<file path="src/rtl/sap1_fetch_pkg.sv">
// sap1_fetch_pkg
// Shared definitions for the SAP-1 instruction fetch stage.
//   fetch_state_t : the five states of the fetch sequencer
//   PC_RESET      : program counter value after reset
package sap1_fetch_pkg;

    typedef enum logic [2:0] {
        FETCH_ADDR = 3'd0,
        FETCH_INC  = 3'd1,
        FETCH_READ = 3'd2,
        DISPATCH   = 3'd3,
        HALTED     = 3'd4
    } fetch_state_t;

    localparam int PC_RESET = 0;

endpackage

</file>
<file path="src/rtl/fetch_unit_program_counter.sv">
// program_counter
// AddressSize-wide program counter for the SAP-1 fetch stage.
// Ports:
//   clk, rst    : clock (rising edge), asynchronous active-high reset
//   inc         : advance the count by one, wrapping at 2^AddressSize
//   load        : replace the count with load_value (wins over inc)
//   load_value  : value to load
//   count       : current counter value
module program_counter
    import sap1_fetch_pkg::*;
#(
    parameter int AddressSize = 4
) (
    input  logic                   clk,
    input  logic                   rst,
    input  logic                   inc,
    input  logic                   load,
    input  logic [AddressSize-1:0] load_value,
    output logic [AddressSize-1:0] count
);

    logic [AddressSize-1:0] count_q;
    logic [AddressSize-1:0] count_d;

    // Load takes priority so a jump issued in the same cycle as an
    // increment request always lands on the target. The add wraps
    // naturally because the result is truncated to AddressSize bits.
    always_comb begin
        count_d = count_q;
        if (load) begin
            count_d = load_value;
        end else if (inc) begin
            count_d = count_q + AddressSize'(1);
        end
    end

    always_ff @(posedge clk or posedge rst) begin
        if (rst) begin
            count_q <= AddressSize'(PC_RESET);
        end else begin
            count_q <= count_d;
        end
    end

    assign count = count_q;

endmodule

</file>
<file path="src/rtl/fetch_unit.sv">
// fetch_unit
// SAP-1 instruction fetch stage in front of the 16x8 program ROM. Holds the
// PC (via program_counter), MAR and IR, drives the ROM address and active-low
// chip enable, and hands opcode/operand to execute with a valid/done handshake.
// Optional feature macro: FETCH_SINGLE_STEP_EN adds a 'step' input that gates
// each new fetch; when undefined, fetching free-runs.
// Ports:
//   clk, rst           : clock (rising edge), asynchronous active-high reset
//   step               : (FETCH_SINGLE_STEP_EN only) allow the next fetch
//   rom_input_address  : ROM address, always the MAR
//   CE_bar             : ROM chip enable, low only during FETCH_READ
//   rom_output_data    : ROM read data
//   instr_valid        : IR holds an instruction awaiting execute
//   opcode, operand    : upper / lower fields of the IR
//   exec_done          : execute finished the current instruction
//   jump, jump_address : with exec_done, redirect the PC
//   halt               : with exec_done, stop fetching until reset
//   halted             : unit is parked in HALTED
//   pc                 : current program counter
module fetch_unit
    import sap1_fetch_pkg::*;
#(
    parameter int WordSize    = 8,
    parameter int AddressSize = 4,
    parameter int OpcodeSize  = 4
) (
    input  logic                           clk,
    input  logic                           rst,
`ifdef FETCH_SINGLE_STEP_EN
    input  logic                           step,
`endif
    output logic [AddressSize-1:0]         rom_input_address,
    output logic                           CE_bar,
    input  logic [WordSize-1:0]            rom_output_data,
    output logic                           instr_valid,
    output logic [OpcodeSize-1:0]          opcode,
    output logic [WordSize-OpcodeSize-1:0] operand,
    input  logic                           exec_done,
    input  logic                           jump,
    input  logic [AddressSize-1:0]         jump_address,
    input  logic                           halt,
    output logic                           halted,
    output logic [AddressSize-1:0]         pc
);

    fetch_state_t           state_q, state_d;
    logic [AddressSize-1:0] mar_q, mar_d;
    logic [WordSize-1:0]    ir_q, ir_d;
    logic                   ce_bar_q, ce_bar_d;
    logic                   instr_valid_q, instr_valid_d;
    logic                   halted_q, halted_d;
    logic                   pc_inc;
    logic                   pc_load;
    logic                   advance;
    logic [AddressSize-1:0] pc_value;

    program_counter #(
        .AddressSize(AddressSize)
    ) u_program_counter (
        .clk        (clk),
        .rst        (rst),
        .inc        (pc_inc),
        .load       (pc_load),
        .load_value (jump_address),
        .count      (pc_value)
    );

`ifdef FETCH_SINGLE_STEP_EN
    assign advance = step;
`else
    assign advance = 1'b1;
`endif

    // Next-state logic. The handshake outputs are decoded from the next
    // state so they come straight out of flops and line up exactly with the
    // state they describe, with no path from any input to an output.
    always_comb begin
        state_d = state_q;
        mar_d   = mar_q;
        ir_d    = ir_q;
        pc_inc  = 1'b0;
        pc_load = 1'b0;
        case (state_q)
            FETCH_ADDR: begin
                if (advance) begin
                    mar_d   = pc_value;
                    state_d = FETCH_INC;
                end
            end
            FETCH_INC: begin
                pc_inc  = 1'b1;
                state_d = FETCH_READ;
            end
            FETCH_READ: begin
                ir_d    = rom_output_data;
                state_d = DISPATCH;
            end
            DISPATCH: begin
                // halt outranks jump; a halted PC keeps pointing past the
                // halting instruction.
                if (exec_done) begin
                    if (halt) begin
                        state_d = HALTED;
                    end else begin
                        pc_load = jump;
                        state_d = FETCH_ADDR;
                    end
                end
            end
            HALTED: begin
                state_d = HALTED;
            end
            default: begin
                state_d = FETCH_ADDR;
            end
        endcase
        ce_bar_d      = (state_d != FETCH_READ);
        instr_valid_d = (state_d == DISPATCH);
        halted_d      = (state_d == HALTED);
    end

    // Single state register for the sequencer and its registered outputs.
    // Reset is asynchronous so CE_bar releases immediately mid-read.
    always_ff @(posedge clk or posedge rst) begin
        if (rst) begin
            state_q       <= FETCH_ADDR;
            mar_q         <= '0;
            ir_q          <= '0;
            ce_bar_q      <= 1'b1;
            instr_valid_q <= 1'b0;
            halted_q      <= 1'b0;
        end else begin
            state_q       <= state_d;
            mar_q         <= mar_d;
            ir_q          <= ir_d;
            ce_bar_q      <= ce_bar_d;
            instr_valid_q <= instr_valid_d;
            halted_q      <= halted_d;
        end
    end

    assign rom_input_address = mar_q;
    assign CE_bar            = ce_bar_q;
    assign instr_valid       = instr_valid_q;
    assign halted            = halted_q;
    assign opcode            = ir_q[WordSize-1 -: OpcodeSize];
    assign operand           = ir_q[WordSize-OpcodeSize-1:0];
    assign pc                = pc_value;

endmodule

</file>
<file path="config.mk">
export PLATFORM = sky130hd
export DESIGN_NAME = fetch_unit
export DESIGN_NICKNAME = d
export VERILOG_FILES = /design/src/rtl/sap1_fetch_pkg.sv /design/src/rtl/fetch_unit_program_counter.sv /design/src/rtl/fetch_unit.sv
export SDC_FILE = /design/constraint.sdc
export NUM_CORES = 1
export LEC_CHECK = 0
export BUFFER_PORTS_ARGS = -buffer_cell sky130_fd_sc_hd__buf_4
export CAP_MARGIN = 20
export CORE_MARGIN = 1.5
export CORE_UTILIZATION = 45
export DETAILED_ROUTE_END_ITERATION = 8
export PLACE_DENSITY = 0.86
export SETUP_SLACK_MARGIN = 0.3
export SLEW_MARGIN = 20
export SYNTH_ARGS = -nofsm -noshare
export SYNTH_HDL_FRONTEND = slang
export SYNTH_HIERARCHICAL = 1
export SYNTH_SLANG_ARGS = --single-unit
export TNS_END_PERCENT = 100
</file>
<file path="constraint.sdc">
create_clock -name clk -period 3.9 [get_ports clk]
set_input_delay 0.585 -clock clk [delete_from_list [all_inputs] [get_ports clk]]
set_output_delay 0.585 -clock clk [all_outputs]
set_load 0.005 [all_outputs]
</file>
### After elaboration in Yosys (flattened, before gate mapping)

Index checks and enable logic that the tools add are counted.

* add/sub/neg operators: 1
* equal/unequal tests: 7
* multiplexer cells: 9
* reductions and logical operators: 2

Operators by type and width (number)
* 3-bit case mux with 5 select lines: 1
* 3-bit by 2-bit == test with 1-bit output (second input constant): 3
* 4-bit 2-to-1 mux: 2
* 3-bit == test (second input constant): 2
* 3-bit 2-to-1 mux: 2
* 4-bit by 1-bit adder with 4-bit output (second input constant): 1
* 1-bit 2-to-1 mux: 4
* 3-bit by 1-bit == test with 1-bit output (second input constant): 1
* 3-bit zero test: 1
* 3-bit by 2-bit inequality test with 1-bit output (second input constant): 1
* 2-bit nonzero test: 1

* register bits: 22
* bits of input ports: 17
* output and inout port bits: 19

### Longest topological paths before layout

Gate-level depths: netlist of the first run.

* depth after elaboration: 4
* mapped depth: 6
* depth with buffers taken out: 5

### Cells and area by module

Netlist of the first run, hierarchy kept.

Modules (own cells, without submodules)
* fetch_unit: instances 1, cells an instance 49, area each 718.2 µm²
* program_counter: instances 1, cells an instance 19, area each 200.2 µm²

### Least setup slack after synthesis of the first run

Ideal clock, no wire load.

* path kind: input to register
* start point: in exec_done
* end point: reg u_program_counter.count_q[3] (netlist: u_program_counter/count[3])
* setup time: 0.125 ns
* data arrival time: 1.375 ns
* data required time: 3.775 ns
* path slack: 2.400 ns
* stages: 3
* path through: and4b_1 > and3b_1 > mux2_2

* longest elaborated chain between the ends: 3

RTL lines
* start, declared: RTL line fetch_unit.sv:38 `input logic exec_done,`
* 1-bit 2-to-1 mux (*): RTL line fetch_unit.sv:101 `if (exec_done) begin`
* 1-bit 2-to-1 mux (*): RTL line fetch_unit.sv:83 `case (state_q)`
* via pc_load: RTL line fetch_unit.sv:53 `logic pc_load;`
* 4-bit 2-to-1 mux / 2-bit nonzero test (equally long branches)
* end signal, assigned: RTL line fetch_unit_program_counter.sv:39 `count_q <= AddressSize'(PC_RESET);`
* end signal, assigned: RTL line fetch_unit_program_counter.sv:41 `count_q <= count_d;`
* end, declared: RTL line fetch_unit_program_counter.sv:22 `logic [AddressSize-1:0] count_q;`

Mark *: on every way through the listed nets, which the timed path passes. The rest lies on a longest branch.
A chain may end at the register's enable or synchronous reset.

### Worst setup path in the final report of the first run

* start point: reg state_q[0]
* end point: reg mar_q[0] (netlist: rom_input_address[0])

* longest elaborated chain between the ends: 1

RTL lines
* start, declared: RTL line fetch_unit.sv:46 `fetch_state_t state_q, state_d;`
* start signal, assigned: RTL line fetch_unit.sv:133 `state_q <= state_d;`
* 3-bit zero test: RTL line fetch_unit.sv:83
* end signal, assigned: RTL line fetch_unit.sv:134 `mar_q <= mar_d;`
* end, declared: RTL line fetch_unit.sv:47 `logic [AddressSize-1:0] mar_q, mar_d;`

Every way passes these cells.

==> flow_summary.toml, run 1 <==
[cells_and_area]
layout-drive-gt1-share_pct = 50.5
seq_area_um2 = 552
final_cell_mix = "35 x buf_4, 21 x dfrtp_1, 13 x mux2_2"
num_antenna_cells = 0
mostFrequentLayoutCell = "buf_4"
nets = 124
area_growth_pct = 33.4
post-route-util_pct = 63.1
multi_input_area_um2 = 343
nFillCells = 168

[clock_tree]
cts-root-buf = "clkbuf_4"
ctsHoldBuffers = 0
h-tree-depth = 1
cts_sinks = 22
cts.clk_slew.worst_paths_ns = 0.12
clock_latency_ns = 0.29
cts_resized = 0
cts_buffers = 3
cts_tree = "yes"
clock_path_buffers = 2
postCtsSetupBuffers = 0

[sta]
post-route-min-period_ns = 1.62
finalSetupTns_ns = 0
drv_slew = 0
setup_viol = 0
hold_viol = 0
tightestPinTransition_ns = 0.687
finClkSkew_ns = 0.0106
max_freq_mhz = 617
holdWs_ns = 0.165
relSlewSlack_pct = 53.9
final_min_period_over_clock_period_pct = 41.5
rsz0062_at_grt = "false"

[detailed_routing]
drt_pass1_iterations = 4
drc = 0
wl_per_cell_um = 12.4
drt.antenna.violating_nets = 0
via_per_inst = 4.92
drt_iter0_markers = 7
vias = 650
wl_mm = 1.64

[critical_path]
reg2reg_slack_ns = 2.28
max_stage_delay_ns = 0.62
r2r-start = "state_q[0]"
crit_arrival_ns = 1.80
worstSetupPathType = "flop to flop"
crit_required_ns = 4.08
regToRegEndpoint = "rom_input_address[0]"
critical_path.slowest_cell = "nor3_1"
startpoint_type = "flop"
end_kind = "flop"
rr_worst_depth = 2
path_cells = "nor3_1 > mux2_2"
worstPathMaxFanout = 9

[job]
cap_violations = 0

[logic_synthesis]
synth_cells = 68
syn_avg_cell_area_um2 = 13.5
synth.area.top_cells = "dfrtp_1 57%, mux2_2 16%, dfstp_2 2.9%"
ys_seq_area_share_pct = 60.1
yosys.area.top_type_share_pct = 57.2
yosysTopAreaCell = "dfrtp_1"
synth_nets = 86
ys_warn_count = 6
yosysUniqueCellTypes = 23
syn_area_um2 = 918
ys_ff_latch = 22

[power_and_ir_drop]
power_density_nw_per_um2 = 776
peakVddDrop_mv = 0.408
p_leak_nw = 0.580

[floorplanning]
start_util_pct = 47.3
fp.dieH_um = 48.2
rows = 16
die_w_um = 48.2
ioPinCount = 36
fp.coreArea_um2 = 1940
die-area_um2 = 2320

[global_routing]
grt.total_usage_pct = 15.8
antenna_found_initial = 0
grt_max_degree = 19
grt_pass1_wl_mm = 2.53
gr-total-overflow = 0
grt_pass1_vias = 608

[run_status]
status = "complete, no violations"

[place]
io_buffers = 35
dp_hpwl_mm = 1.31
gp_congestion = 0.720

[worst_hold_path]
hp-class = "input pin to async pin"
-- where the power goes --
group          switching (W)  internal [W]
Clock              0.0000608     0.0000396
Sequential         0.0000946      0.000344
Combinational       0.000144      0.000267
Total               0.000300      0.000651
-- critical path: cells and delay by family (launching register included) --
kind	cells	cell delay, ns
simple gates	1	0.62
mux	1	0.40
flops	1	0.49
-- through the flow --
step | instance area (um^2) | total power (W) | setup WS, ns | instances
after floorplan | 918 | 0.000661 | 2.40 | 68
after global placement | 1200 | 0.000839 | 2.26 | 128
after detailed placement | 1200 | 0.000863 | 2.24 | 128
after CTS | 1220 | 0.000964 | 2.24 | 132
after global routing | 1220 | 0.00103 | 2.22 | 132
final | 1220 | 0.000950 | 2.28 | 132
-- registers in the layout (all words and copies together), names as in the netlist --
register	cells
state_q	3
CE_bar	1
ir_q	8
halted	1
instr_valid	1
rom_input_address	4
u_program_counter/count	4
-- synthesized netlist by cell type --
cell type  count
inv_1          2
nand2b_1       2
ha_1           1
and3_1         1
and4b_1        1
dfrtp_1       21
and2_1         1
and3b_1        1
buf_6          1
xnor2_1        2
buf_2          1
a22o_1         2
nor2_1         2
xor2_1         1
nand2_1        5
nor3_1         2
nand4_1        1
a21oi_1        2
mux2i_1        1
dfstp_2        1
mux2_2        13
nor3b_4        1
o21ai_0        3
-- layout make-up --
class / count / share of cell area (%)
sequential: 22 / 45.0
multi-input combinational: 42 / 28.0
timing repair buffer: 35 / 21.5
tap: 27 / 2.76
clock buffer: 4 / 2.15
inverter: 2 / 0.613
-- routing by layer --
layer  GRT usage (%)  part of all wire [%]  routed length (um)
met5               0                     0                   0
met2            26.6                    50                 821
met4            3.24                     0                   0
met1            20.5                    42                 697
met3            4.44                   7.5                 123
-- worst max path at each step --
stage	slack (ns)	endpoint	start
3_5_place_dp	2.24	u_program_counter/count[3]	exec_done
6_report	2.28	rom_input_address[0]	state_q[0]
5_1_grt	2.22	rom_input_address[0]	state_q[0]
2_1_floorplan	2.40	u_program_counter/count[3]	exec_done
3_3_place_gp	2.26	u_program_counter/count[3]	exec_done
4_1_cts	2.24	rom_input_address[0]	state_q[0]
-- logic make-up after synthesis --
logic type | synth area share [%]
AO/OA/AOI/OAI | 4.63
XOR/XNOR | 2.86
adder cells (fa/ha/maj) | 1.36
buffers and inverters | 2.59
flip-flops | 60.1
multiplexers | 17.0
AND/OR/NAND/NOR | 11.4
(Power assumes the default switching activity.)
==> inputs of run 2 (changes only) <==
Settings changed: ABC_AREA set to 1, PLACE_DENSITY 0.86 to 0.85.
Clock period 3.9 ns to 1.5 ns, I/O delays scaled along.
==> run 2 against run 1 <==
Clock power grew to 2.7 times the previous value. Sequential power rose to 2.6 times the previous value. Core utilization grew 11 points. Synthesized area increased by 7.2%. Die area grew 6.8%. Setup slack worse by 2.0 ns. First-iteration DRC count rose by 71%. Sequential share of layout area down 7.7 points. Critical endpoint is now u_program_counter/count[0]. Maximum frequency is 32% higher.
==> flow_summary.toml, run 2 <==
[critical_path]
max_stage_delay_ns = 0.44
worstPathMaxFanout = 4
path_cells = "inv_4 > nand2_4 > nor3_4 > buf_6 > nor2_4 > a21boi_1 > o21ai_1"
crit_arrival_ns = 1.44
cp_top_family = "flip-flops"
startpoint_type = "flop"
end_kind = "flop"
worstSetupPathType = "flop to flop"
crit_buf_inv = 2
crit_required_ns = 1.71
critical_path.slowest_cell = "dfrtp_2"

[power_and_ir_drop]
p_sw_w = 0.00124
p_leak_nw = 0.794
p_clk_share_pct = 9.0
switching_share_pct = 40.9
power_frac_seq_pct = 37.0
peakVddDrop_mv = 1.23
p_int_w = 0.00179
power_density_nw_per_um2 = 2040
power_frac_comb_pct = 54.0

[global_routing]
grt_pass1_wl_mm = 3.82
gr-total-overflow = 0
grt.total_usage_pct = 20.6
grt_pass1_vias = 908
antenna_found_initial = 0
grt_max_degree = 19

[logic_synthesis]
synth_nets = 130
yosys.area.top_type_share_pct = 53.4
synthArstFlopShare_pct = 100
synth-main-ff-cell = "dfrtp_1"
synth.area.top_cells = "dfrtp_1 53%, nand2_1 17%, nand3_1 8.1%"
synth_cells = 112
syn_avg_cell_area_um2 = 8.79
ys_warn_count = 6
yosysUniqueCellTypes = 20
yosysTopAreaCell = "dfrtp_1"
ys_seq_area_share_pct = 56.0
ys_top_cells_by_count = "44 x nand2_1, 21 x dfrtp_1, 16 x nand3_1"
synth_edf_count = 0
yosysMostFrequentCell = "nand2_1"
syn_area_um2 = 985
ys_ff_latch = 22

[sta]
setup_viol = 0
max_freq_mhz = 813
tightestPinTransition_ns = 0.252
post-route-min-period_ns = 1.23
timing.final.ws_setup_ns = 0.270
finalSetupTns_ns = 0
final_min_period_over_clock_period_pct = 82.0
rsz0062_at_grt = "true"
hold_viol = 0
drv_slew = 0
relSlewSlack_pct = 83.2
finClkSkew_ns = 0.0115

[detailed_routing]
drt.antenna.violating_nets = 0
vias = 976
wl_mm = 2.60
drt_pass1_iterations = 4
drt_iter0_markers = 12
wl_per_cell_um = 13.6
drc = 0
via_per_inst = 5.11

[clock_tree]
cts_buffers = 3
h-tree-depth = 1
cts_tree = "yes"
clock_path_buffers = 2
cts.clk_slew.worst_paths_ns = 0.12
cts_sinks = 22
clock_latency_ns = 0.31
cts-root-buf = "clkbuf_4"

[cells_and_area]
largest_reg_flops = 8
stdcell_area_um2 = 1490
layout-drive-gt1-share_pct = 47.0
area_growth_pct = 51.5
top_register = "ir_q"
nFillCells = 156
mostFrequentLayoutCell = "buf_4"
nets = 183
post-route-util_pct = 74.5
final_cell_mix = "43 x buf_4, 38 x nand2_1, 17 x dfrtp_1"
num_antenna_cells = 0

[worst_hold_path]
hp-class = "input pin to flop"

[place]
pre_cts_slack_ns = 0.167
io_buffers = 35
place_area_um2 = 1310
dp_hpwl_mm = 1.67
gp_congestion = 0.720

[floorplanning]
die_w_um = 49.8
ioPinCount = 36
die-area_um2 = 2480
start_util_pct = 49.2
fp.dieH_um = 49.8
rows = 16
fp.coreArea_um2 = 2000

[job]
cap_violations = 0

[run_status]
status = "complete, no violations"
run 2: cell count changes after synthesis, sizes merged, moves of 2 or more:
cell	delta
nand2	+41
nand3	+17
mux2	-13
inv	+7
nor2	+5
a21boi	+2
a21oi	-2
a22o	-2
nand2b	-2
run 2: repair_timing:
| action | in CTS | in global routing |
|---|---|---|
| setup buffers | 7 | 3 |
| hold endpoints to repair | 21 | 0 |
| pin swaps | 3 | 10 |
| hold buffers | 1 | 0 |
| setup endpoints to repair | 7 | 17 |
| cloned | 0 | 1 |
| gates resized for setup | 5 | 14 |
run 2: metal layers:
layer / track usage [%] / vias to the layer above / share of wire [%]
met5: 0 / - / 0
met4: 10.6 / 0 / 1.7
met3: 3.64 / 4 / 4.4
met2: 35.6 / 36 / 52
met1: 24.3 / 473 / 42
li1: - / 463 / -
run 2: path summary, 6_finish.rpt:
kind | start | to | slack [ns] | depth (start not counted)
max | state_q[2] | u_program_counter/count[0] | 0.27 | 7
min | jump_address[1] | u_program_counter/count[1] | 0.13 | 3
max reg2reg | state_q[2] | u_program_counter/count[0] | 0.27 | 7
min reg2reg | rom_input_address[3] | rom_input_address[3] | 0.49 | 2
max in group asynchronous | rst | CE_bar | 0.76 | 4
min in group asynchronous | rst | u_program_counter/count[3] | 0.33 | 3
run 2: worst min-delay path, delay by kind of cell:
kind / cells / cell delay, ns
simple gates: 2 / 0.10
buf+inv: 1 / 0.08
run 2: cells by family after synthesis:
family / count (synthesis) / share of synthesized area (%)
DFF: 22 / 56.0
adders and majority gates: 1 / 1.27
xor gates and xnor gates: 1 / 0.890
and+or+nand+nor: 72 / 33.0
buffers and inverters: 10 / 4.57
AOI/OAI and AO/OA: 6 / 4.19
run 2: cell type report:
| cell class | instances | area [um^2] | area share, % |
|---|---|---|---|
| flip-flops and latches | 22 | 557 | 37.3 |
| repair buffers | 48 | 378 | 25.3 |
| multi-input cells | 81 | 460 | 30.9 |
| well taps | 27 | 33.8 | 2.27 |
| inverters | 9 | 36.3 | 2.43 |
| clock buffers | 4 | 26.3 | 1.76 |
run 2: power groups by stage:
| stage | combinational (W) | sequential (W) | clock (W) |
|---|---|---|---|
| 3_3_place_gp | 0.00121 | 0.00113 | 0 |
| 6_report | 0.00164 | 0.00112 | 0.000273 |
| 5_1_grt | 0.00179 | 0.00116 | 0.000311 |
| 4_1_cts | 0.00144 | 0.00110 | 0.000275 |
| 2_1_floorplan | 0.000679 | 0.00115 | 0 |
| 3_5_place_dp | 0.00125 | 0.00114 | 0 |
run 2: through the flow:
stage / instances / power [W] / hold WS [ns]
global placement: 175 / 0.00234 / 0.122
CTS: 187 / 0.00282 / 0.132
global route: 191 / 0.00326 / 0.125
floorplan: 112 / 0.00183 / -0.00892
finish: 191 / 0.00304 / 0.131
detailed placement: 175 / 0.00240 / 0.124
